$ cat src/rtl/icon_channel_sched_if.sv
// Shared interconnect types and the bundled order/source/receiver port set of
// one broadcast-channel sequencer.
package icon_pkg;
    localparam int LOG2_NUM_EXEC_UNITS = 2;
    localparam int NUM_EU              = 2 ** LOG2_NUM_EXEC_UNITS;
    localparam int DATA_W              = 16;
    localparam int REGIDX_W            = 6;

    typedef struct packed {
        logic [LOG2_NUM_EXEC_UNITS-1:0] euidx;
        logic [REGIDX_W-1:0]            regidx;
    } type_exec_unit_addr;

    typedef logic [DATA_W-1:0] type_exec_unit_data;

    // Execution units occupy the low bits so that eus[i] is receiver bit i.
    typedef struct packed {
        logic [1:0]        ext;
        logic [NUM_EU-1:0] lsu;
        logic [NUM_EU-1:0] eus;
    } type_icon_receivers_list;

    typedef struct packed {
        type_exec_unit_addr      src_addr;
        type_icon_receivers_list receiver_list;
    } type_icon_instr;

    typedef struct packed {
        logic                    data_valid;
        type_exec_unit_data      data;
        type_exec_unit_addr      src_addr;
        type_icon_receivers_list receiver_list;
        type_icon_receivers_list success_list;
    } type_icon_channel;
endpackage

interface icon_channel_sched_if;
    import icon_pkg::*;

    logic                                instr_valid_i;
    type_icon_instr                      instr_i;
    logic                                instr_ready_o;
    logic [NUM_EU-1:0]                   src_req_o;
    type_exec_unit_addr                  src_addr_o;
    logic [NUM_EU-1:0]                   src_valid_i;
    type_exec_unit_data [NUM_EU-1:0]     src_data_i;
    type_icon_receivers_list             success_i;
    type_icon_channel                    channel_o;
    logic                                busy_o;
    logic                                err_timeout_o;

    // The sequencer itself.
    modport slave (
        input  instr_valid_i, instr_i, src_valid_i, src_data_i, success_i,
        output instr_ready_o, src_req_o, src_addr_o, channel_o, busy_o, err_timeout_o
    );

    // Front end, source EUs and receivers around the sequencer.
    modport master (
        output instr_valid_i, instr_i, src_valid_i, src_data_i, success_i,
        input  instr_ready_o, src_req_o, src_addr_o, channel_o, busy_o, err_timeout_o
    );
endinterface

$ cat src/rtl/icon_channel_sched.sv
// Per-channel sequencer: queues transfer orders, reads the operand from the
// source EU, then broadcasts it until every listed receiver has captured it.
module icon_channel_sched
    import icon_pkg::*;
#(
    parameter int FIFO_DEPTH     = 4,
    parameter int TIMEOUT_CYCLES = 64
) (
    input  logic                  clk,
    input  logic                  reset,
    icon_channel_sched_if.slave   bus
);

    localparam int NRX   = $bits(type_icon_receivers_list);
    localparam int PTR_W = $clog2(FIFO_DEPTH);
    localparam int CNT_W = $clog2(TIMEOUT_CYCLES + 1);
    localparam logic [PTR_W:0]   FIFO_FULL = (PTR_W + 1)'(FIFO_DEPTH);
    localparam logic [CNT_W-1:0] CNT_LAST  = CNT_W'(TIMEOUT_CYCLES - 1);

    typedef enum logic [1:0] {
        S_IDLE   = 2'd0,
        S_REQ    = 2'd1,
        S_BCAST  = 2'd2,
        S_RETIRE = 2'd3
    } state_t;

    state_t             state_q, state_d;
    type_icon_instr     mem_q [FIFO_DEPTH];
    type_icon_instr     mem_d [FIFO_DEPTH];
    logic [PTR_W-1:0]   wr_ptr_q, wr_ptr_d;
    logic [PTR_W-1:0]   rd_ptr_q, rd_ptr_d;
    logic [PTR_W:0]     count_q, count_d;
    type_icon_instr     cur_q, cur_d;
    type_exec_unit_data data_q, data_d;
    logic [NRX-1:0]     acc_q, acc_d;
    logic [CNT_W-1:0]   cnt_q, cnt_d;

    logic                           full;
    logic                           empty;
    logic                           push;
    logic                           pop;
    logic [LOG2_NUM_EXEC_UNITS-1:0] eu;
    logic [NRX-1:0]                 mask;
    logic [NRX-1:0]                 acc_nxt;
    logic                           done;

    assign full    = (count_q == FIFO_FULL);
    assign empty   = (count_q == '0);
    // Ready depends on the registered count only, so a same-cycle pop never frees a slot.
    assign push    = bus.instr_valid_i && !full;
    assign pop     = (state_q == S_IDLE) && !empty;
    assign eu      = cur_q.src_addr.euidx;
    assign mask    = cur_q.receiver_list;
    assign acc_nxt = acc_q | (bus.success_i & mask);
    assign done    = (acc_nxt == mask);

    always_comb begin
        mem_d    = mem_q;
        wr_ptr_d = wr_ptr_q;
        rd_ptr_d = rd_ptr_q;
        count_d  = count_q;
        if (push) begin
            mem_d[wr_ptr_q] = bus.instr_i;
            wr_ptr_d        = wr_ptr_q + 1'b1;
        end
        if (pop) begin
            rd_ptr_d = rd_ptr_q + 1'b1;
        end
        case ({push, pop})
            2'b10:   count_d = count_q + 1'b1;
            2'b01:   count_d = count_q - 1'b1;
            default: count_d = count_q;
        endcase
    end

    always_comb begin
        state_d           = state_q;
        cur_d             = cur_q;
        data_d            = data_q;
        acc_d             = acc_q;
        cnt_d             = cnt_q;
        bus.src_req_o     = '0;
        bus.src_addr_o    = '0;
        bus.channel_o     = '0;
        bus.err_timeout_o = 1'b0;

        case (state_q)
            S_IDLE: begin
                if (pop) begin
                    cur_d = mem_q[rd_ptr_q];
                    // An order with no receivers is consumed without touching the source.
                    if (mem_q[rd_ptr_q].receiver_list != '0) begin
                        state_d = S_REQ;
                    end
                end
            end
            S_REQ: begin
                bus.src_req_o  = NUM_EU'(1) << eu;
                bus.src_addr_o = cur_q.src_addr;
                if (bus.src_valid_i[eu]) begin
                    data_d  = bus.src_data_i[eu];
                    state_d = S_BCAST;
                end
            end
            S_BCAST: begin
                bus.channel_o.data_valid    = 1'b1;
                bus.channel_o.data          = data_q;
                bus.channel_o.src_addr      = cur_q.src_addr;
                bus.channel_o.receiver_list = cur_q.receiver_list;
                bus.channel_o.success_list  = acc_q;
                if (done) begin
                    acc_d   = acc_nxt;
                    state_d = S_RETIRE;
                end else if (cnt_q == CNT_LAST) begin
                    bus.err_timeout_o = 1'b1;
                    state_d           = S_RETIRE;
                end else begin
                    acc_d = acc_nxt;
                    cnt_d = cnt_q + 1'b1;
                end
            end
            S_RETIRE: begin
                acc_d   = '0;
                cnt_d   = '0;
                state_d = S_IDLE;
            end
            default: state_d = S_IDLE;
        endcase
    end

    assign bus.instr_ready_o = !full;
    assign bus.busy_o        = (state_q != S_IDLE) || !empty;

    always_ff @(posedge clk) begin
        mem_q <= mem_d;
    end

    always_ff @(posedge clk) begin
        if (reset) begin
            state_q  <= S_IDLE;
            wr_ptr_q <= '0;
            rd_ptr_q <= '0;
            count_q  <= '0;
            cur_q    <= '0;
            data_q   <= '0;
            acc_q    <= '0;
            cnt_q    <= '0;
        end else begin
            state_q  <= state_d;
            wr_ptr_q <= wr_ptr_d;
            rd_ptr_q <= rd_ptr_d;
            count_q  <= count_d;
            cur_q    <= cur_d;
            data_q   <= data_d;
            acc_q    <= acc_d;
            cnt_q    <= cnt_d;
        end
    end

endmodule

$ cat src/flat_wrapper.sv
// flat-port wrapper written by rule: the top's interface ports become plain ports
module icon_channel_sched_flat import icon_pkg::*;
#(
    parameter int FIFO_DEPTH     = 4,
    parameter int TIMEOUT_CYCLES = 64
)
  (clk, reset, bus_instr_valid_i, bus_instr_i, bus_src_valid_i, bus_src_data_i, bus_success_i, bus_instr_ready_o, bus_src_req_o, bus_src_addr_o, bus_channel_o, bus_busy_o, bus_err_timeout_o);
  icon_channel_sched_if bus_i ();
  input  logic clk;
  input  logic reset;
  input wire logic [$bits(bus_i.instr_valid_i)-1:0] bus_instr_valid_i;
  input wire logic [$bits(bus_i.instr_i)-1:0] bus_instr_i;
  input wire logic [$bits(bus_i.src_valid_i)-1:0] bus_src_valid_i;
  input wire logic [$bits(bus_i.src_data_i)-1:0] bus_src_data_i;
  input wire logic [$bits(bus_i.success_i)-1:0] bus_success_i;
  output wire logic [$bits(bus_i.instr_ready_o)-1:0] bus_instr_ready_o;
  output wire logic [$bits(bus_i.src_req_o)-1:0] bus_src_req_o;
  output wire logic [$bits(bus_i.src_addr_o)-1:0] bus_src_addr_o;
  output wire logic [$bits(bus_i.channel_o)-1:0] bus_channel_o;
  output wire logic [$bits(bus_i.busy_o)-1:0] bus_busy_o;
  output wire logic [$bits(bus_i.err_timeout_o)-1:0] bus_err_timeout_o;
  assign bus_i.instr_valid_i = bus_instr_valid_i;
  assign bus_i.instr_i = bus_instr_i;
  assign bus_i.src_valid_i = bus_src_valid_i;
  assign bus_i.src_data_i = bus_src_data_i;
  assign bus_i.success_i = bus_success_i;
  assign bus_instr_ready_o = bus_i.instr_ready_o;
  assign bus_src_req_o = bus_i.src_req_o;
  assign bus_src_addr_o = bus_i.src_addr_o;
  assign bus_channel_o = bus_i.channel_o;
  assign bus_busy_o = bus_i.busy_o;
  assign bus_err_timeout_o = bus_i.err_timeout_o;
  icon_channel_sched #(.FIFO_DEPTH(FIFO_DEPTH), .TIMEOUT_CYCLES(TIMEOUT_CYCLES)) u_core (.clk(clk), .reset(reset), .bus(bus_i));
endmodule
$ cat config.mk
export PLATFORM = sky130hd
export DESIGN_NAME = icon_channel_sched_flat
export DESIGN_NICKNAME = d
export VERILOG_FILES = /design/src/rtl/icon_channel_sched_if.sv /design/src/rtl/icon_channel_sched.sv /design/src/flat_wrapper.sv
export SDC_FILE = /design/constraint.sdc
export NUM_CORES = 1
export LEC_CHECK = 0
export CORE_MARGIN = 5
export CORE_UTILIZATION = 49
export CTS_CLUSTER_SIZE = 16
export DETAILED_ROUTE_END_ITERATION = 8
export GPL_TIMING_DRIVEN = 0
export PLACE_DENSITY = 0.77
export RECOVER_POWER = 100
export SLEW_MARGIN = 10
export SYNTH_ARGS = -nofsm -noshare
export SYNTH_HDL_FRONTEND = slang
export SYNTH_SLANG_ARGS = --single-unit
$ cat constraint.sdc
create_clock -name clk -period 3.05 [get_ports clk]
set_input_delay 0.61 -clock clk [delete_from_list [all_inputs] [get_ports clk]]
set_output_delay 0.61 -clock clk [all_outputs]
set_load 0.005 [all_outputs]
==> out/results.md, run 1 <==
| Parameter | Value |
|:---|:---|
| Placed cell area | 0.00791 mm^2 |
| Vias in the first global route | 4,997 |
| CTS Hold Bufs | 0 |
| Post-synth design cell area | 0.00611 mm^2 |
| Tightest Pin Transition | 0.973 ns |
| Worst endpoint data arrival time | 2.45 ns |
| Most used cells in the layout excluding fill and tap cells | 126 x sky130_fd_sc_hd__clkdlybuf4s50_1, 91 x sky130_fd_sc_hd__nand2_1, 72 x sky130_fd_sc_hd__edfxtp_1 |
| Fraction of synthesized area in multiplexers | 0.131 |
| Number of antenna violations at the first check in global routing | 0 |
| Mean instance size in the synthesized netlist | 11.6 um^2 |
| Final setup vio count | 1 |
| Num CTS Buffers | 17 |
| Fraction of the mapped netlist area in adder cells | 0.0237 |
| Detailed-placement wirelength estimate | 11.8 mm |
| Final Total Pwr | 6.51 mW |
| Status | complete, but fails checks |
| Power density of the placed cells | 768 mW/mm^2 |
| Number of hold violations in the final report | 0 |
| Fin area | 0.00848 mm^2 |
| Proportion of register bits with asynchronous set or reset after synthesis | 0 |
| Share of the cycle needed by the critical path after routing | 1.00 |
| Wirelength, routed | 16.1 mm |
| Capturing element type of the critical path | output port |
| Net count after synthesis | 636 |
| Maximum clock insertion buffer count | 2 |
| Unrepaired setup endpoints after global routing | yes |
| Leading cell type in the layout, fill and taps excluded | sky130_fd_sc_hd__clkdlybuf4s50_1 |
| Largest net degree at the start of global routing | 19 |
| Total vias in the final route | 4,726 |
| Launch instance of the worst min-delay path | u_core.data_q[8]$_SDFFE_PP0P_ |
| Number of sinks on the clock net | 132 |
| Fmax | 0.327 GHz |
| Effective utilization at floorplan | 0.505 |
| Synth Area in Simple Gates | 0.179 |
| Global-route wire length before repair | 25.5 mm |
| # fillers | 885 |
| Setup ws final | -0.00883 ns |
| Total inserted antenna cells | 0 |
| Worst hold endpoint | u_core.data_q[8]$_SDFFE_PP0P_ |
| Count of different cell masters after synthesis | 49 |
| Total of flip-flops plus latches after synthesis | 132 |
| Share of final-layout standard cells stronger than drive strength 1 | 0.116 |
| Area of the core | 0.0121 mm^2 |
| Hold slack | 0.451 ns |
| Vias per Instance | 5.36 |
| Setup skew after layout | 0.00731 ns |
| Maximum ir drop on the vdd rail | 567 uV |
| Tot GR Track Use | 0.223 |
| Average wire per standard cell | 18.3 um |
| Final core occ | 0.701 |
| Violated checks | setup timing |
| DRT antenna net count | 0 |
| Post-layout min period | 3.06 ns |
| Synthesized instance count | 526 |
| Normalized max-slew margin | 0.351 |
| Leakage | 2.96 nW |
| Floorplan row count | 40 |
| Critical setup path kind | primary input to output port |
| Remaining Overflow, GRT | 0 |
| Worst setup slack for register-to-register paths | 0.37 ns |
| Clk Latency, worst-skew pair | 0.41 ns |
| Die height | 122 um |
| Reg-to-Reg Start | u_core.state_q[0]$_SDFFE_PP0P_ |
| Cell depth of the worst min-delay path | 2 |
| Maximum fanout along the worst path | 10 |
| Path type of the worst min-delay path | register to register |
| Xor and xnor area share after synthesis | 0.00716 |
| TritonCTS clock tree | yes |
| Cell-by-cell listing of the critical path | clkdlybuf4s50_1 > nor3b_2 > a221oi_1 > and3_4 > a21oi_2 > buf_4 > clkdlybuf4s50_1 |
| Compound-cell area share of the yosys netlist | 0.0765 |
| Fraction of the yosys area taken by sequential cells | 0.550 |
| Final net count | 811 |
| Max stage delay cell, worst path | sky130_fd_sc_hd__clkdlybuf4s50_1 |
| Horizontal die dimension | 122 um |
| DR iter-0 viols | 374 |
| Clock input transition at the sequential cells of the worst setup and hold paths | 0.06 ns |
| EDFF count, synth | 72 |
| H-tree lvl count | 4 |
| Layout Area Growth over Synthesis | 38.8% |
| Req. time, crit path | 2.44 ns |
| Quantity of I/O buffers inserted on ports | 158 |
| Die footprint | 0.0148 mm^2 |
| Kind of start point of the critical path | primary input |
| Max_cap viols | 0 |
| Count of boundary I/O pins | 159 |
| First-pass iteration count of the detailed router | 5 |
| Most common flop cell mapped by yosys | sky130_fd_sc_hd__edfxtp_1 |
| Endpoint of the worst-slack reg-to-reg timing path | u_core.count_q[2]$_SDFFE_PP0P_ |
| Combinational family with the most area after synthesis | simple AND/OR/NAND/NOR gates |
| Global routing usage on met3 | 0.0497 |
| Top Usage Layer GRT | met2 |
| Remaining design rule violation count | 0 |
| Final estimated routing congestion in global placement | 0.874 |
| Met2 track demand over resource | 0.397 |
| Yosys warning total | 0 |
| R2r worst-path depth | 11 |
| Most Frequent Cell on Critical Path | sky130_fd_sc_hd__clkdlybuf4s50_1 |
| Max incr delay on CP | 0.52 ns |
| Root Buffer | sky130_fd_sc_hd__clkbuf_16 |
| Final Max Tran Viols | 0 |
| Met1 Track Usage GR | 0.267 |
worst max-delay path: cells and delay by family:
family          cells  cell delay [ns]
compound gates      2             0.26
buf+inv             3             1.19
simple gates        2             0.39
stage by stage:
stage                     setup TNS (ns)  std cells  setup slack, ns
after floorplan                        0        526            0.622
after global placement           -0.0848        852          -0.0848
after detailed placement          -0.120        852           -0.120
after CTS                              0        884          0.00422
after global routing              -0.207        882          -0.0977
final                           -0.00883        882         -0.00883
layout make-up:
cell class	instances	area, um^2	share of cell area
clock buffers	17	425	0.0501
plain buffers	29	125	0.0147
well taps	168	210	0.0248
multi-input cells	347	2570	0.303
flip-flops and latches	132	3360	0.396
repair buffers	158	1580	0.186
clock inverters	15	146	0.0173
inverters	16	60.1	0.00708
flip-flops by register name (all words and copies together), names as in the netlist:
signal	flops
u_core.cur_q	16
u_core.cnt_q	7
u_core.data_q	16
u_core.wr_ptr_q	2
u_core.rd_ptr_q	2
u_core.mem_q	72
u_core.state_q	2
u_core.eu	2
u_core.acc_q	10
u_core.count_q	3
worst max path at each step:
stage	end	depth (start not counted)	start	slack, ns
4_1_cts	bus_src_req_o[1]	5	u_core.eu[0]$_SDFFE_PP0P_	0.004
3_5_place_dp	bus_err_timeout_o	7	bus_success_i[9]	-0.12
2_1_floorplan	u_core.count_q[2]$_SDFFE_PP0P_	12	u_core.state_q[0]$_SDFFE_PP0P_	0.62
3_3_place_gp	bus_err_timeout_o	7	bus_success_i[9]	-0.08
5_1_grt	bus_err_timeout_o	7	u_core.cnt_q[0]$_SDFFE_PP0P_	-0.1
6_report	bus_err_timeout_o	7	bus_success_i[9]	-0.009
synthesized netlist by cell type, types with 3 or more instances:
| cell | count | area share |
|---|---|---|
| sky130_fd_sc_hd__nand2_1 | 91 | 0.056 |
| sky130_fd_sc_hd__edfxtp_1 | 72 | 0.35 |
| sky130_fd_sc_hd__dfxtp_1 | 60 | 0.20 |
| sky130_fd_sc_hd__and2_1 | 51 | 0.052 |
| sky130_fd_sc_hd__a21oi_1 | 42 | 0.034 |
| sky130_fd_sc_hd__mux4_2 | 34 | 0.13 |
| sky130_fd_sc_hd__nor2_1 | 24 | 0.015 |
| sky130_fd_sc_hd__clkbuf_1 | 17 | 0.010 |
| sky130_fd_sc_hd__inv_1 | 15 | 0.0092 |
| sky130_fd_sc_hd__nor3_1 | 13 | 0.011 |
| sky130_fd_sc_hd__o21a_1 | 12 | 0.015 |
| sky130_fd_sc_hd__ha_1 | 10 | 0.020 |
| sky130_fd_sc_hd__buf_2 | 9 | 0.0074 |
| sky130_fd_sc_hd__nor2b_1 | 8 | 0.0082 |
| sky130_fd_sc_hd__and3_1 | 7 | 0.0072 |
| sky130_fd_sc_hd__nand3_1 | 5 | 0.0041 |
| sky130_fd_sc_hd__buf_1 | 4 | 0.0025 |
| sky130_fd_sc_hd__o21ai_0 | 4 | 0.0033 |
| sky130_fd_sc_hd__a221oi_1 | 3 | 0.0043 |
| sky130_fd_sc_hd__a22oi_1 | 3 | 0.0037 |
| sky130_fd_sc_hd__or3_1 | 3 | 0.0031 |
| sky130_fd_sc_hd__xor2_1 | 3 | 0.0043 |
metal layers:
metal,wire length (um),part of all wire
met5,0,0
met4,264,0.016
met3,926,0.057
met2,8690,0.54
met1,6250,0.39
logic make-up after synthesis:
kind of cell / count (synthesis)
xor+xnor: 5
buf+inv: 47
flops: 132
fa+ha+maj: 11
simple gates: 219
compound gates: 76
mux: 36
repair_timing:
action                                  CTS  global route
endpoints found under the setup margin   41            43
pin swaps                                 0             1
buffers inserted                          0             0
resized for setup                         9             7
power breakdown:
part	switching, mW	internal [mW]	total (mW)
clock network	0.806	1.14	1.95
logic	1.21	0.956	2.17
registers	0.205	2.19	2.39
(Power assumes the default switching activity.)
==> run 2, diff against run 1 <==
- CORE_MARGIN: 5 -> not set
==> run 2 against run 1 <==
The run now ends clean. Clock power rose by 4%. Clock skew rose by 0.0053 ns. Worst hold slack barely moved. Non-clock buffer count did not move. Setup slack improved by 0.013 ns. Fmax rose by 0.42%. Critical path depth did not move. Via count rose by 1.3%. Wire length fell by 3.6%. Die area fell by 13%. Combinational power barely moved.
==> out/results.md, run 2 (synthesis results as in run 1) <==
| Parameter | Value |
|:---|:---|
| Total inserted antenna cells | 0 |
| Detailed-placement wirelength estimate | 11.2 mm |
| Share of final-layout standard cells stronger than drive strength 1 | 0.118 |
| Final net count | 811 |
| Area of the core | 0.0121 mm^2 |
| Capturing element type of the critical path | output port |
| DRT antenna net count | 0 |
| Register bank with the most flops | u_core.mem_q |
| Leakage | 3.01 nW |
| Fmax | 0.328 GHz |
| Tot GR Track Use | 0.249 |
| Floorplan row count | 40 |
| Count of placed standard cells including taps | 852 |
| Final estimated routing congestion in global placement | 0.878 |
| Post-layout min period | 3.05 ns |
| Number of hold violations in the final report | 0 |
| Worst Setup SP | bus_success_i[9] |
| TritonCTS clock tree | yes |
| H-tree lvl count | 4 |
| Quantity of I/O buffers inserted on ports | 158 |
| Final Max Tran Viols | 0 |
| Leading cell type in the layout, fill and taps excluded | sky130_fd_sc_hd__clkdlybuf4s50_1 |
| Maximum fanout along the worst path | 10 |
| Reg-to-Reg Start | u_core.state_q[1]$_SDFFE_PP0P_ |
| Max_cap viols | 0 |
| Number of sinks on the clock net | 132 |
| Setup skew after layout | 0.0126 ns |
| Hold slack | 0.451 ns |
| Remaining design rule violation count | 0 |
| # fillers | 859 |
| Met2 track demand over resource | 0.433 |
| Maximum ir drop on the vdd rail | 561 uV |
| Total vias in the final route | 4,788 |
| Final setup vio count | 0 |
| Layout Cells excl Fill | 882 |
| Critical setup path kind | primary input to output port |
| Status | complete, no violations |
| Req. time, crit path | 2.44 ns |
| Most used cells in the layout excluding fill and tap cells | 116 x sky130_fd_sc_hd__clkdlybuf4s50_1, 91 x sky130_fd_sc_hd__nand2_1, 72 x sky130_fd_sc_hd__edfxtp_1 |
| Global-route wire length before repair | 24.3 mm |
| Fin area | 0.00852 mm^2 |
| Clock input transition at the sequential cells of the worst setup and hold paths | 0.06 ns |
| Die height | 114 um |
| Placed cell area | 0.00791 mm^2 |
| Number of antenna violations at the first check in global routing | 0 |
| Unrepaired setup endpoints after global routing | yes |
| Top Usage Layer GRT | met2 |
| Launch instance of the worst min-delay path | u_core.data_q[8]$_SDFFE_PP0P_ |
| Die footprint | 0.0129 mm^2 |
| Largest register FFs | 72 |
| Clk Latency, worst-skew pair | 0.42 ns |
| Largest net degree at the start of global routing | 19 |
| Num CTS Buffers | 17 |
| Vias per Instance | 5.43 |
| Remaining Overflow, GRT | 0 |
| Post-CTS repair timing setup buffer count | 0 |
| Final Total Pwr | 6.60 mW |
| Maximum clock insertion buffer count | 2 |
| Power density of the placed cells | 775 mW/mm^2 |
| Effective utilization at floorplan | 0.505 |
| Registers with the most flip-flops | u_core.mem_q (72), u_core.cur_q (16), u_core.data_q (16) |
| Layout Area Growth over Synthesis | 39.4% |
| CTS Hold Bufs | 0 |
| Path type of the worst min-delay path | register to register |
| Worst endpoint data arrival time | 2.44 ns |
| Met1 Track Usage GR | 0.309 |
| DR iter-0 viols | 283 |
| Setup ws final | 0.00406 ns |
| Global routing usage on met3 | 0.0494 |
| Horizontal die dimension | 114 um |
| Average wire per standard cell | 17.6 um |
| Vias in the first global route | 4,800 |
| Normalized max-slew margin | 0.360 |
| First-pass iteration count of the detailed router | 5 |
| Share of the cycle needed by the critical path after routing | 0.999 |
| Root Buffer | sky130_fd_sc_hd__clkbuf_16 |
| Count of boundary I/O pins | 159 |
| Wirelength, routed | 15.6 mm |
| Pre-CTS setup slack | -0.106 ns |
| Kind of start point of the critical path | primary input |
| Tightest Pin Transition | 0.961 ns |
run 2: cell count changes in the layout (fill, tap and decap cells not counted), sizes merged:
cell,before,now
dlygate4sd3,32,42
buf,6,5
clkinvlp,2,1
clkbuf,40,41
clkdlybuf4s50,126,116
inv,22,25
clkinv,6,4
run 2: metrics by stage:
step	util	setup TNS, ns
floorplan	-	0
global placement	0.653	-0.0936
detailed placement	0.653	-0.106
CTS	0.703	0
global route	0.704	-0.0402
finish	0.704	0
run 2: report_power, final:
group	total, mW	internal (mW)	switching (mW)
logic	2.18	0.965	1.22
clock network	2.02	1.16	0.858
registers	2.40	2.19	0.214
total	6.60	4.31	2.29
run 2: critical path: stages:
cell,delay (ns)
sky130_fd_sc_hd__clkdlybuf4s50_1,0.48
sky130_fd_sc_hd__nor3b_2,0.21
sky130_fd_sc_hd__a221oi_2,0.06
sky130_fd_sc_hd__and3_4,0.22
sky130_fd_sc_hd__a21oi_4,0.19
sky130_fd_sc_hd__buf_6,0.16
sky130_fd_sc_hd__clkdlybuf4s50_1,0.51
run 2: timing repair:
item / in CTS / in global routing
hold endpoints to repair: 0 / 0
pin swaps: 1 / 0
cloned: 0 / 0
endpoints found under the setup margin: 41 / 42
resized for setup: 10 / 9
run 2: metal layers:
layer | wire length, um | share of wire
met5 | 0 | 0
met4 | 261 | 0.017
met3 | 806 | 0.052
met2 | 8260 | 0.53
met1 | 6220 | 0.40
run 2: area by class of cell:
cell class	count	area [um^2]	area share
clock inverters	15	160	0.0188
multi-input cells	347	2590	0.304
clock buffers	17	425	0.0499
repair buffers	158	1580	0.186
well taps	168	210	0.0247
inverters	16	60.1	0.00705
flip-flops and latches	132	3360	0.395
plain buffers	29	129	0.0151
run 2: final timing paths:
kind | cells after the start | slack [ns] | to
setup / recovery | 7 | 0.004 | bus_err_timeout_o
hold / removal | 2 | 0.45 | u_core.data_q[8]$_SDFFE_PP0P_
setup reg to reg | 11 | 0.24 | u_core.count_q[2]$_SDFFE_PP0P_
hold reg to reg | 2 | 0.45 | u_core.data_q[8]$_SDFFE_PP0P_
